--- src/rtl/airlight_frame_ctrl.sv ---
// airlight_frame_ctrl
// Frame-level sequencer for the atmospheric-light estimator. It clears the
// estimator at start of frame and feeds it interior windows only. It checks
// the frame geometry, waits out the estimator pipeline, and then holds the
// per-frame (R,G,B) result in a valid/ready output register.
module airlight_frame_ctrl #(
  parameter int IMG_W   = 640,
  parameter int IMG_H   = 480,
  parameter int EST_LAT = 2,
  parameter int DW      = 8
) (
  input  logic          clk,
  input  logic          reset,
  input  logic          win_valid,
  input  logic          win_sof,
  input  logic          win_eof,
  output logic          est_clr,
  output logic          est_en,
  input  logic [DW-1:0] est_r,
  input  logic [DW-1:0] est_g,
  input  logic [DW-1:0] est_b,
  output logic [DW-1:0] a_r,
  output logic [DW-1:0] a_g,
  output logic [DW-1:0] a_b,
  output logic          a_valid,
  input  logic          a_ready,
  output logic          busy,
  output logic          overrun,
  output logic          size_err,
  input  logic          err_clr
);

  localparam int CW  = $clog2(IMG_W);
  localparam int RW  = $clog2(IMG_H);
  localparam int DCW = $clog2(EST_LAT + 1);

  localparam logic [CW-1:0]  COL_ONE        = CW'(1);
  localparam logic [CW-1:0]  COL_INNER_LAST = CW'(IMG_W - 2);
  localparam logic [CW-1:0]  COL_LAST       = CW'(IMG_W - 1);
  localparam logic [RW-1:0]  ROW_ONE        = RW'(1);
  localparam logic [RW-1:0]  ROW_INNER_LAST = RW'(IMG_H - 2);
  localparam logic [RW-1:0]  ROW_LAST       = RW'(IMG_H - 1);
  localparam logic [DCW-1:0] DRAIN_INIT     = DCW'(EST_LAT);
  localparam logic [DCW-1:0] DRAIN_ONE      = DCW'(1);

  localparam logic [1:0] S_IDLE  = 2'd0;
  localparam logic [1:0] S_RUN   = 2'd1;
  localparam logic [1:0] S_DRAIN = 2'd2;

  logic [1:0]    r_state;
  logic [CW-1:0] r_col;
  logic [RW-1:0] r_row;
  logic          r_ovf;
  logic [DCW-1:0] r_drain;
  logic [DW-1:0] r_a_r;
  logic [DW-1:0] r_a_g;
  logic [DW-1:0] r_a_b;
  logic          r_a_valid;
  logic          r_overrun;
  logic          r_size_err;

  logic w_sof;
  logic w_interior;
  logic w_geom_ok;
  logic w_capture;
  logic w_size_err_set;
  logic w_overrun_set;

  // Decode the current window against the registered state and coordinates.
  always_comb begin
    w_sof      = win_valid & win_sof;
    w_interior = (r_row >= ROW_ONE) && (r_row <= ROW_INNER_LAST) &&
                 (r_col >= COL_ONE) && (r_col <= COL_INNER_LAST);
    w_geom_ok  = (r_col == COL_LAST) && (r_row == ROW_LAST) && !r_ovf;
    w_capture  = (r_state == S_DRAIN) && (r_drain == '0);
    est_clr    = w_sof & (r_state != S_DRAIN);
    est_en     = (r_state == S_RUN) & win_valid & ~win_sof & w_interior;
    w_size_err_set = ((r_state == S_DRAIN) & win_valid) |
                     ((r_state == S_IDLE) & w_sof & win_eof) |
                     ((r_state == S_RUN) & win_valid &
                      (win_sof | (win_eof & ~w_geom_ok)));
    w_overrun_set  = w_capture & r_a_valid & ~a_ready;
  end

  // Frame sequencer: raster tracking in RUN, pipeline wait in DRAIN.
  always_ff @(posedge clk or negedge reset) begin
    if (!reset) begin
      r_state <= S_IDLE;
      r_col   <= '0;
      r_row   <= '0;
      r_ovf   <= 1'b0;
      r_drain <= '0;
    end else begin
      case (r_state)
        S_IDLE: begin
          if (w_sof && !win_eof) begin
            r_state <= S_RUN;
            r_col   <= COL_ONE;
            r_row   <= '0;
            r_ovf   <= 1'b0;
          end
        end
        S_RUN: begin
          if (win_valid) begin
            if (win_sof && win_eof) begin
              r_state <= S_IDLE;
            end else if (win_sof) begin
              r_col <= COL_ONE;
              r_row <= '0;
              r_ovf <= 1'b0;
            end else if (win_eof) begin
              if (w_geom_ok) begin
                r_state <= S_DRAIN;
                r_drain <= DRAIN_INIT;
              end else begin
                r_state <= S_IDLE;
              end
            end else if (r_col == COL_LAST) begin
              r_col <= '0;
              if (r_row == ROW_LAST) begin
                r_ovf <= 1'b1;
              end else begin
                r_row <= r_row + ROW_ONE;
              end
            end else begin
              r_col <= r_col + COL_ONE;
            end
          end
        end
        S_DRAIN: begin
          if (r_drain == '0) begin
            r_state <= S_IDLE;
          end else begin
            r_drain <= r_drain - DRAIN_ONE;
          end
        end
        default: begin
          r_state <= S_IDLE;
        end
      endcase
    end
  end

  // Result register: capture at end of drain, clear on downstream accept.
  always_ff @(posedge clk or negedge reset) begin
    if (!reset) begin
      r_a_r     <= '0;
      r_a_g     <= '0;
      r_a_b     <= '0;
      r_a_valid <= 1'b0;
    end else if (w_capture) begin
      r_a_r     <= est_r;
      r_a_g     <= est_g;
      r_a_b     <= est_b;
      r_a_valid <= 1'b1;
    end else if (r_a_valid && a_ready) begin
      r_a_valid <= 1'b0;
    end
  end

  // Sticky error flags; a new set event beats a coincident clear.
  always_ff @(posedge clk or negedge reset) begin
    if (!reset) begin
      r_overrun  <= 1'b0;
      r_size_err <= 1'b0;
    end else begin
      r_overrun  <= w_overrun_set  | (r_overrun  & ~err_clr);
      r_size_err <= w_size_err_set | (r_size_err & ~err_clr);
    end
  end

  assign a_r      = r_a_r;
  assign a_g      = r_a_g;
  assign a_b      = r_a_b;
  assign a_valid  = r_a_valid;
  assign busy     = (r_state != S_IDLE);
  assign overrun  = r_overrun;
  assign size_err = r_size_err;

endmodule

--- config.mk ---
export PLATFORM = sky130hd
export DESIGN_NAME = airlight_frame_ctrl
export DESIGN_NICKNAME = d
export VERILOG_FILES = /design/src/rtl/airlight_frame_ctrl.sv
export SDC_FILE = /design/constraint.sdc
export NUM_CORES = 1
export LEC_CHECK = 0
export CAP_MARGIN = 20
export CORE_ASPECT_RATIO = 0.8
export CORE_MARGIN = 1.5
export CORE_UTILIZATION = 30
export CTS_CLUSTER_DIAMETER = 60
export DETAILED_ROUTE_END_ITERATION = 8
export GPL_ROUTABILITY_DRIVEN = 0
export PLACE_DENSITY = 0.57
export SLEW_MARGIN = 40
export SYNTH_ARGS = -nofsm -noshare
export SYNTH_HDL_FRONTEND = slang
export SYNTH_SLANG_ARGS = --single-unit
export TNS_END_PERCENT = 1
--- constraint.sdc ---
create_clock -name clk -period 2.1 [get_ports clk]
set_input_delay 0.21 -clock clk [delete_from_list [all_inputs] [get_ports clk]]
set_output_delay 0.21 -clock clk [all_outputs]
set_load 0.05 [all_outputs]
==> flow_summary.ini <==
[clocking]
cts_buffer_depth = 2
holdBufCountCts = 0
cts.root.buffer_cell = clkbuf_8
htree_levels = 2
cts_buffers = 5
cts.clk_slew.worst_paths_ns = 0.10
cts_tree = done
worstSkewPairLatency_ns = 0.30
clock_sinks = 51

[final_layout]
diodes = 0
final_cells = 436
final-seq-area_um2 = 1280
num-fill-cells = 828
multiInputGateArea_um2 = 1280
postLayoutCellArea_um2 = 3680
drive_above_1_share = 0.244
area_growth_pct = 42.8
nNetsFinal = 362

[synth]
synthMuxAreaShare = 0.136
syn-cell-area_um2 = 2580
async_flop_share = 1.00
synth_seq_cells = 51
synth_adder_area_share = 0.0388
yosysSeqAreaShare = 0.495
synth_edf_count = 0
synthXorXnorAreaFrac = 0.0238
yosysWarnings = 0
synth-simple-area-share = 0.200
synth_cell_types = 47
synth_ff_type = dfrtp_1
synth_compound_area_frac = 0.0733
synth_top_family_by_area = simple AND/OR/NAND/NOR gates
synth_fp_nets = 276
syn_avg_cell_area_um2 = 10.9
synth_cells = 237

[routing]
drt_iter0_markers = 106
drt-met1-wl_mm = 2.94
wl_met2_mm = 2.60
dr.pass1.iters = 4
wl_per_cell_um = 13.6
ant_nets = 0
met3_length_um = 325
wl_mm = 5.94
highest_layer = met4
vias = 2126
vias_per_cell = 4.88
drc = 0

[run_status]
outcome = complete, no violations

[pwr]
powerDensity_nw_per_um2 = 662
peakVddDrop_mv = 0.310
p_leak_nw = 1.59

[grt]
grt_pass1_vias = 2000
grt_max_degree = 52
overflow = 0
grt_pass1_wl_mm = 9.77
grt.total_usage = 0.135
antenna_found_initial = 0

[die]
die_w_um = 107
io_pins = 61
die-area_um2 = 9160
row_count = 30
start_util = 0.307
die_h_um = 85.9
coreArea_um2 = 8410

[placed_design]
dp.cells = 418
dpl_cell_area_um2 = 3410
dp_hpwl_mm = 4.15
pre_cts_ws_ns = -0.0383
numPortBuffers = 60

[critical_path]
path_cells = and4_2 -> nand2_1 -> o31ai_2 -> a211oi_4 -> buf_12
path_delay_family = flip-flops
endpoint_kind = primary output
crit_fanout = 7
critPathRequiredTime_ns = 1.89
critPathMaxStageDelay_ns = 0.48
r2r-start = r_state[1]$_DFFE_PN0P_
r2r_setup_slack_ns = 0.14
slowest_stage = dfrtp_1
path_class = reg2out
startpoint = r_col[4]$_DFFE_PN0P_
worstPathArrival_ns = 1.79
path_buf_inv = 1
cp-start-kind = register

[sta]
hold_ws_ns = 0.0108
slew_headroom = 0.557
slew_violations = 0
hold_viol = 0
max_slew.worst_pin.slew_ns = 0.665
period_minus_slack_ns = 2.00
max_freq_mhz = 501
fin_skew_ns = 0.00939
setup_slack_ns = 0.104
setup_viol_count_final = 0
finalCritPeriodShare = 0.951

[worst_hold_path]
hold_class = in2async

[job]
cap_violations = 0
cells in the final DEF (no fill, tap or decap), types with 2 or more instances in the layout:
cell type / instances
clkdlybuf4s50_1: 57
dfrtp_1: 49
buf_4: 25
mux2_2: 24
nand2_1: 19
nand3_1: 15
nor2_1: 13
nor4_1: 9
nand2b_1: 8
mux2i_1: 8
inv_1: 7
o21ai_0: 6
nand4_1: 6
ha_1: 6
and3_1: 5
clkbuf_8: 5
xnor2_1: 4
a21oi_1: 4
or3_1: 3
nor3_1: 3
xor2_1: 3
inv_2: 2
and4_2: 2
nor2b_1: 2
o31ai_1: 2
o211a_1: 2
ha_4: 2
bufinv_16: 2
buf_12: 2
dfrtp_2: 2
cell families (layout without fill, tap and decap cells):
logic type,Yosys count,count (layout)
simple gates,95,95
flops,51,51
mux,32,32
compound gates,28,28
buf+inv,16,103
fa+ha+maj,8,8
xor+xnor,7,7
path summary, 6_finish.rpt:
kind	depth (start not counted)	to
worst max-delay path	5	est_en
worst min register to register	1	a_g[4]$_DFFE_PN0P_
worst max register to register	4	r_row[6]$_DFFE_PN0P_
max in group asynchronous	2	r_row[1]$_DFFE_PN0P_
worst min-delay path	2	r_state[0]$_DFFE_PN0P_
min in group clk	2	overrun$_DFF_PN0_
what timing repair did:
action,in CTS,in global routing
hold endpoints to repair,0,0
buffers inserted,4,6
pin swaps,1,3
resized for setup,1,13
endpoints found under the setup margin,1,1
cell usage after synthesis (2+ instances only):
| master | number | area share |
|---|---|---|
| xnor2_1 | 4 | 0.014 |
| nor4_1 | 9 | 0.022 |
| mux2_2 | 24 | 0.10 |
| nor3_1 | 3 | 0.0058 |
| nand2b_1 | 8 | 0.019 |
| nand4_1 | 6 | 0.015 |
| nand3_1 | 15 | 0.029 |
| o211a_1 | 2 | 0.0078 |
| o31ai_1 | 3 | 0.0087 |
| a211oi_1 | 2 | 0.0058 |
| nor2b_1 | 2 | 0.0049 |
| clkbuf_1 | 4 | 0.0058 |
| buf_6 | 2 | 0.0087 |
| inv_1 | 9 | 0.013 |
| nor2_1 | 13 | 0.019 |
| nand2_1 | 19 | 0.028 |
| dfrtp_1 | 51 | 0.50 |
| a21oi_1 | 4 | 0.0078 |
| nor3b_1 | 2 | 0.0058 |
| o21ai_0 | 6 | 0.012 |
| xor2_1 | 3 | 0.010 |
| ha_1 | 8 | 0.039 |
| and3_1 | 5 | 0.012 |
| or3_1 | 3 | 0.0073 |
| mux2i_1 | 8 | 0.031 |
worst reg2reg max path, stage by stage (launching register included):
cell and delay (ns):
dfrtp_1 0.47, or3b_4 0.42, or2_1 0.34, or4_1 0.50
a21boi_1 0.15
per-stage QoR:
| step | power [mW] | util | setup TNS, ns |
|---|---|---|---|
| 2_1_floorplan | 1.35 | - | 0 |
| 5_1_grt | 2.57 | 0.438 | -0.00925 |
| 6_report | 2.44 | 0.438 | 0 |
| 3_5_place_dp | 1.56 | 0.406 | -0.0544 |
| 4_1_cts | 2.42 | 0.426 | 0 |
| 3_3_place_gp | 1.56 | 0.406 | -0.00822 |
sequential cells by signal (all words and copies together), names as in the netlist:
signal / flops
a_valid: 1
a_b: 8
r_col: 10
overrun: 1
size_err: 1
a_r: 8
r_ovf: 1
r_row: 9
a_g: 8
r_state: 2
r_drain: 2
cell type report:
type / count / share of cell area
Clock buffer: 6 / 0.0197
Clock inverter: 2 / 0.0163
Inverter: 9 / 0.00918
Multi-Input combinational cell: 170 / 0.348
Sequential cell: 51 / 0.348
Tap cell: 112 / 0.0381
Timing Repair Buffer: 86 / 0.221
layer usage:
layer,up-vias,global-route usage
met1,1033,0.200
met2,58,0.193
li1,1029,-
met4,0,0.0436
met3,6,0.0312
met5,-,0
power breakdown:
group / total (mW) / switching (mW) / internal, mW / leakage [nW]
Clock: 0.800 / 0.324 / 0.476 / 0.0654
Sequential: 1.08 / 0.0412 / 1.04 / 0.640
Combinational: 0.561 / 0.293 / 0.268 / 0.881
(Power assumes the default switching activity.)
